### src/rtl/disp_reg_mirror.sv
// Register-file mirror feeding the 8-digit register display, with debounced freeze and scan clock.
// Optional: define DISP_MIRROR_R0_ZERO_EN to hard-wire r0 to zero and drop writes to address 0.
module disp_reg_mirror #(
  parameter int SCAN_DIV        = 50000,
  parameter int DEBOUNCE_CYCLES = 250000
) (
  input  logic        clk,
  input  logic        rst,
  input  logic        wr_en,
  input  logic [2:0]  wr_addr,
  input  logic [15:0] wr_data,
  input  logic        freeze_btn,
  output logic [15:0] reg_0,
  output logic [15:0] reg_1,
  output logic [15:0] reg_2,
  output logic [15:0] reg_3,
  output logic [15:0] reg_4,
  output logic [15:0] reg_5,
  output logic [15:0] reg_6,
  output logic [15:0] reg_7,
  output logic        sl_clk,
  output logic        frozen
);

  localparam int SW = (SCAN_DIV > 1) ? $clog2(SCAN_DIV) : 1;
  localparam int DW = $clog2(DEBOUNCE_CYCLES);
  localparam logic [SW-1:0] SCAN_LAST = SW'(SCAN_DIV - 1);
  localparam logic [DW-1:0] DB_LAST   = DW'(DEBOUNCE_CYCLES - 1);

`ifdef DISP_MIRROR_R0_ZERO_EN
  localparam bit R0_ZERO = 1'b1;
`else
  localparam bit R0_ZERO = 1'b0;
`endif

  logic [SW-1:0]  scan_cnt;
  logic           sync_1;
  logic           sync_2;
  logic           btn_level;
  logic [DW-1:0]  db_cnt;
  logic           press_accept;
  logic           unfreeze;
  logic [127:0]   display_bus;

  // Free-running scan divider; independent of freeze state.
  always_ff @(posedge clk or posedge rst) begin
    if (rst) begin
      scan_cnt <= '0;
      sl_clk   <= 1'b0;
    end else if (scan_cnt == SCAN_LAST) begin
      scan_cnt <= '0;
      sl_clk   <= ~sl_clk;
    end else begin
      scan_cnt <= scan_cnt + 1'b1;
    end
  end

  // Counter tracks how long the synchronized sample has disagreed with the accepted level.
  always_ff @(posedge clk or posedge rst) begin
    if (rst) begin
      sync_1    <= 1'b0;
      sync_2    <= 1'b0;
      btn_level <= 1'b0;
      db_cnt    <= '0;
    end else begin
      sync_1 <= freeze_btn;
      sync_2 <= sync_1;
      if (sync_2 == btn_level) begin
        db_cnt <= '0;
      end else if (db_cnt == DB_LAST) begin
        db_cnt    <= '0;
        btn_level <= sync_2;
      end else begin
        db_cnt <= db_cnt + 1'b1;
      end
    end
  end

  assign press_accept = sync_2 && !btn_level && (db_cnt == DB_LAST);
  assign unfreeze     = press_accept && frozen;

  always_ff @(posedge clk or posedge rst) begin
    if (rst) begin
      frozen <= 1'b0;
    end else if (press_accept) begin
      frozen <= ~frozen;
    end
  end

  genvar gi;
  generate
    for (gi = 0; gi < 8; gi++) begin : g_reg
      logic [15:0] shadow;
      logic [15:0] display;
      logic        hit;

      assign hit = wr_en && (wr_addr == 3'(gi)) && !(R0_ZERO && (gi == 0));

      // A write on the unfreeze cycle takes priority over the stale shadow copy.
      always_ff @(posedge clk or posedge rst) begin
        if (rst) begin
          shadow  <= '0;
          display <= '0;
        end else begin
          if (hit) begin
            shadow <= wr_data;
          end
          if (hit && (!frozen || unfreeze)) begin
            display <= wr_data;
          end else if (unfreeze) begin
            display <= shadow;
          end
        end
      end

      assign display_bus[gi*16 +: 16] = display;
    end
  endgenerate

  assign reg_0 = display_bus[0*16 +: 16];
  assign reg_1 = display_bus[1*16 +: 16];
  assign reg_2 = display_bus[2*16 +: 16];
  assign reg_3 = display_bus[3*16 +: 16];
  assign reg_4 = display_bus[4*16 +: 16];
  assign reg_5 = display_bus[5*16 +: 16];
  assign reg_6 = display_bus[6*16 +: 16];
  assign reg_7 = display_bus[7*16 +: 16];

endmodule

### config.mk
export PLATFORM = sky130hd
export DESIGN_NAME = disp_reg_mirror
export DESIGN_NICKNAME = d
export VERILOG_FILES = /design/src/rtl/disp_reg_mirror.sv
export SDC_FILE = /design/constraint.sdc
export NUM_CORES = 1
export LEC_CHECK = 0
export CAP_MARGIN = 30
export CORE_UTILIZATION = 48
export CTS_BUF_LIST = sky130_fd_sc_hd__clkbuf_4 sky130_fd_sc_hd__clkbuf_8
export DETAILED_ROUTE_END_ITERATION = 7
export GPL_TIMING_DRIVEN = 1
export PLACE_DENSITY = 0.66
export REMOVE_ABC_BUFFERS = 1
export SYNTH_ARGS = -nofsm -noshare
export SYNTH_HDL_FRONTEND = slang
export SYNTH_SLANG_ARGS = --single-unit
### constraint.sdc
create_clock -name clk -period 13.77 [get_ports clk]
set_input_delay 2.754 -clock clk [delete_from_list [all_inputs] [get_ports clk]]
set_output_delay 2.754 -clock clk [all_outputs]
set_load 0.05 [all_outputs]
-- Word-level counts from Yosys, hierarchy flattened
Index checks and enable logic that the tools add are counted.
- $add $sub $neg: 2
- equal/unequal tests: 10
- mux-type cells: 19
- bitwise gates (word level): 3
- reductions and logical operators: 32
- operators with widths (operator ; number):
    $mux W16 ; 17
    $mux W18 ; 2
    $logic_and A1 B1 Y1 ; 19
    $add A18 B1 Y18 const B ; 1
    $eq A18 B18 Y1 const B ; 1
    $add A16 B1 Y16 const B ; 1
    $eq A16 B16 Y1 const B ; 1
    $reduce_bool A2 Y1 ; 8
    $eq A3 B3 Y1 const B ; 4
    $eq A3 B2 Y1 const B ; 2
    $eq A3 B1 Y1 const B ; 1
    $logic_not A3 Y1 ; 1
    $not A1 Y1 ; 3
    $logic_not A1 Y1 ; 2
    $reduce_and A2 Y1 ; 1
    $eq A1 B1 Y1 ; 1
    $logic_or A1 B1 Y1 ; 1
- register bits: 295
- bits of input ports: 23
- word-level logic and storage cells: 89

-- Longest topological paths before layout
- depth in word-level cells: 7
- mapped depth: 11
- gate-level depth less buffers: 6

-- Worst setup path after synthesis
Ideal clock, no wire load.
- path kind: input to register
- start: input wr_addr[1]
- end: register g_reg[2].display[0] (netlist: reg_2[0])
- setup time: 0.123 ns
- data arrival time: 4.256 ns
- required time: 13.647 ns
- path slack: 9.392 ns
- stages: 5
- buffers on the path: 2
- path through: clkbuf_1 -> nor3b_1 -> nand2b_1 -> buf_2 -> o221a_1
- longest elaborated chain between the ends: 4
- elaborated cells on any way between the ends: 5
- those cells by class: 1 x eq/ne; 1 x mux; 3 x reduce/logical
- RTL lines (what ; RTL line ; text):
    start, declared ; 10 ; input logic [2:0] wr_addr,
    $eq A3 B2 Y1 * ; 97 ; assign hit = wr_en && (wr_addr == 3'(gi)) && !(R0_ZERO && (gi == 0));
    $logic_and A1 B1 Y1 * ; 97 ;
    $logic_and A1 B1 Y1 * ; 108 ; if (hit && (!frozen || unfreeze)) begin
    $mux W16 / $reduce_bool A2 Y1 (equally long branches) ; -- ;
    end signal, assigned ; 109 ; display <= wr_data;
    end signal, assigned ; 111 ; display <= shadow;
    end, declared ; 94 ; logic [15:0] display;
Every way passes the cells marked *; elsewhere a longest branch is shown, timed or not.
A chain may end at the register's enable or synchronous reset.

-- Final worst setup path
- start: input wr_addr[0]
- end: register g_reg[0].display[15] (netlist: reg_0[15])
- longest elaborated chain between the ends: 4
- elaborated cells on any way between the ends: 5
- those cells by class: 1 x mux; 4 x reduce/logical
- RTL lines (what ; RTL line):
    $logic_not A3 Y1 * ; 97
    $logic_and A1 B1 Y1 * ; 97
    $logic_and A1 B1 Y1 * ; 108
    $mux W16 / $reduce_bool A2 Y1 (equally long branches) ; --
    end signal, assigned ; 109
    end signal, assigned ; 111
    end, declared ; 94
Marks and branches as above.

==> impl_metrics.json <==
{
  "power.leakage_uw": 0.00704,
  "hold_class": "reg2reg",
  "holdPathEnd": "sync_2",
  "dr.pass1.iters": 5,
  "critPathLaunchType": "input port",
  "track_usage_pct": 27.1,
  "ctsHoldBuffers": 0,
  "ant_nets": 0,
  "ys.flop_type": "dfrtp_1",
  "io_pins": 153,
  "tightest_slew_ns": 1.04,
  "synth_cell_types": 49,
  "min_from": "sync_1",
  "skew_ns": 0.0191,
  "vdd_ir_drop_max_mv": 0.0970,
  "drc": 0,
  "h-tree-depth": 2,
  "synth_edf_count": 0,
  "maxCapViolCount": 0,
  "core_um2": 27800,
  "clockRootBuffer": "clkbuf_8",
  "port_buffers": 152,
  "reg2reg_slack_ns": 10.10,
  "relSlewSlack_pct": 31.0,
  "yosysSeqAreaShare_pct": 54.4,
  "cts_tree": "built",
  "grt_pass1_wl_mm": 61.1,
  "clk_latency_ns": 0.56,
  "cp-end-kind": "flop",
  "drt_iter0_drc": 1190,
  "cts_num_sinks": 295,
  "synth_top_area_share_pct": 54.4,
  "grt_max_degree": 97,
  "path_class": "in2reg",
  "period_share_pct": 40.5,
  "required_ns": 14.16,
  "hold_path_depth": 0,
  "drive_above_1_share_pct": 14.2,
  "rsz0062_at_grt": "false",
  "setup_violations": 0,
  "hold_viol_final": 0,
  "fmax_mhz": 179,
  "cp_data_arrival_time_ns": 5.97,
  "dp_hpwl_mm": 21.5,
  "vias": 11210,
  "r2r-end": "reg_1[4]",
  "cts_buffers": 50,
  "cts_setup_buffers": 0,
  "initial_core_util_pct": 48.9,
  "wirelength_mm": 38.8,
  "path_max_fanout": 33,
  "syn-instance-count": 1359,
  "clkSlewWorstSetupHoldPaths_ns": 0.06,
  "yosysWarnings": 0,
  "status": "finished clean",
  "netlist_area_um2": 13600,
  "die_x_um": 170,
  "cts_buffer_depth": 3,
  "final_max_slew_viol_count": 0,
  "ctsResizeCount": 0,
  "synth.most_common_cell": "dfrtp_1",
  "r2r-start": "db_cnt[4]",
  "reg2reg_depth": 7,
  "synth.area.top_cells": "dfrtp_1 (54%), nand2_1 (8.1%), or3_1 (5.7%)",
  "die_y_um": 170,
  "grt_overflow_total": 0,
  "synth_top_area_cell": "dfrtp_1",
  "synth.avg_cell_area_um2": 9.99,
  "synth_seq_cells": 295,
  "std_cell_rows": 61,
  "gp_congestion": 0.860,
  "antenna_found_initial": 3,
  "setup_tns_ns": 0,
  "final_net_count": 1497,
  "wire_per_inst_um": 20.6,
  "ys_async_sr_fraction_pct": 100,
  "area_delta_synth_final_pct": 21.2,
  "grt_pass1_vias": 10759,
  "period_minus_slack_ns": 5.58,
  "fin_util_pct": 59.2,
  "ys_top_cells_by_count": "dfrtp_1 (295), nand2_1 (294), or3_1 (124), clkbuf_1 (109), nor3_1 (65)",
  "p_per_area_nw_per_um2": 160,
  "dieArea_um2": 29000,
  "via_per_inst": 5.95
}
[metal layers]
| metal | global-route usage, % | vias up | wire [um] |
|---|---|---|---|
| met5 | 0 | - | 0 |
| met4 | 8.62 | 0 | 859 |
| met3 | 3.65 | 61 | 2310 |
| met2 | 41.4 | 398 | 17800 |
| met1 | 39.9 | 5647 | 17800 |
| li1 | - | 5104 | - |
[where the power goes]
group          switching [uW]  internal [uW]
logic                     433            268
clock network             353            454
registers                 105           1020
total                     891           1740
[worst max-delay path: stages]
cell	delay (ns)
clkdlybuf4s50_1	0.76
or4b_1	0.89
nand4_1	0.81
or3_1	0.57
o21ai_0	0.08
a221oi_1	0.09
[cells by family after synthesis]
logic type / Yosys count / synth area share (%)
adders and majority gates: 3 / 0.276
buffers and inverters: 130 / 3.81
and+or+nand+nor: 605 / 21.6
muxes: 36 / 2.98
AOI/OAI and AO/OA: 258 / 14.9
DFF: 295 / 54.4
xor gates and xnor gates: 32 / 2.06
[sequential cells by signal, summed over array words and instances, names as in the netlist]
name	cells
db_cnt	18
reg_2	16
sl_clk	1
btn_level	1
reg_3	16
reg_1	16
sync_2	1
frozen	1
scan_cnt	16
reg_6	16
sync_1	1
reg_7	16
reg_5	16
reg_0	16
reg_4	16
g.shadow	128
[final cells by class]
class	count	area, um2
inverter	5	26.3
clock buffer	82	997
clock inverter	5	27.5
antenna	1	2.50
fill	2399	11300
tap	378	473
timing repair buffer	185	1810
sequential	295	7390
multi-input combinational	934	5730
[metrics by stage]
stage	power [uW]	cell area, um2	std cells	setup slack [ns]	hold WS [ns]
2_1_floorplan	1580	13100	1234	2.87	0.331
4_1_cts	2650	16500	1884	8.32	0.398
5_1_grt	2750	16500	1884	8.02	0.408
6_report	2630	16500	1885	8.19	0.389
3_5_place_dp	1840	15400	1797	7.72	0.381
3_3_place_gp	1830	15400	1794	7.67	0.380
[how the worst max path moves through the flow]
stage | startpoint | endpoint | slack, ns
floorplan | rst | btn_level | 2.87
global placement | wr_addr[1] | reg_0[15] | 7.67
detailed placement | wr_addr[1] | reg_0[15] | 7.72
CTS | wr_addr[1] | reg_0[15] | 8.32
global route | wr_addr[1] | reg_0[15] | 8.02
finish | wr_addr[0] | reg_0[15] | 8.19
[cell usage in the layout (no fill, tap or decap), types with 2 or more instances in the layout]
master           synthesis  final
nand3_1                 14     14
nand2b_1                 4      4
a21o_1                   3      3
o311a_1                 57     57
and3_1                   5      4
o32ai_1                  2      2
nand4_1                 17     17
dfrtp_1                295    294
nor3b_2                  0      4
nand4b_1                 5      5
buf_4                    1     30
ha_1                     3      3
and3b_1                  3      3
mux2_2                  35     35
and4_1                   5      4
a211oi_1                 3      3
o221a_2                 42     42
clkinv_2                 0      4
and2_1                   5      5
nor3_2                   1      2
buf_16                   0      2
nor2b_1                  2      2
nand3b_1                 2      2
clkbuf_4                 0     21
nand2_1                294    294
nor3_1                  65     63
o21ai_0                 64     64
or3_1                  124    124
o221a_1                 21     21
xor2_1                  15     15
clkbuf_8                 0     61
a21oi_1                 59     59
inv_1                    5      4
or2_1                    2      2
clkdlybuf4s50_1          0    152
nor2_1                  42     42
xnor2_1                 17     17
a221oi_1                 6      6
(Power assumes the default switching activity.)
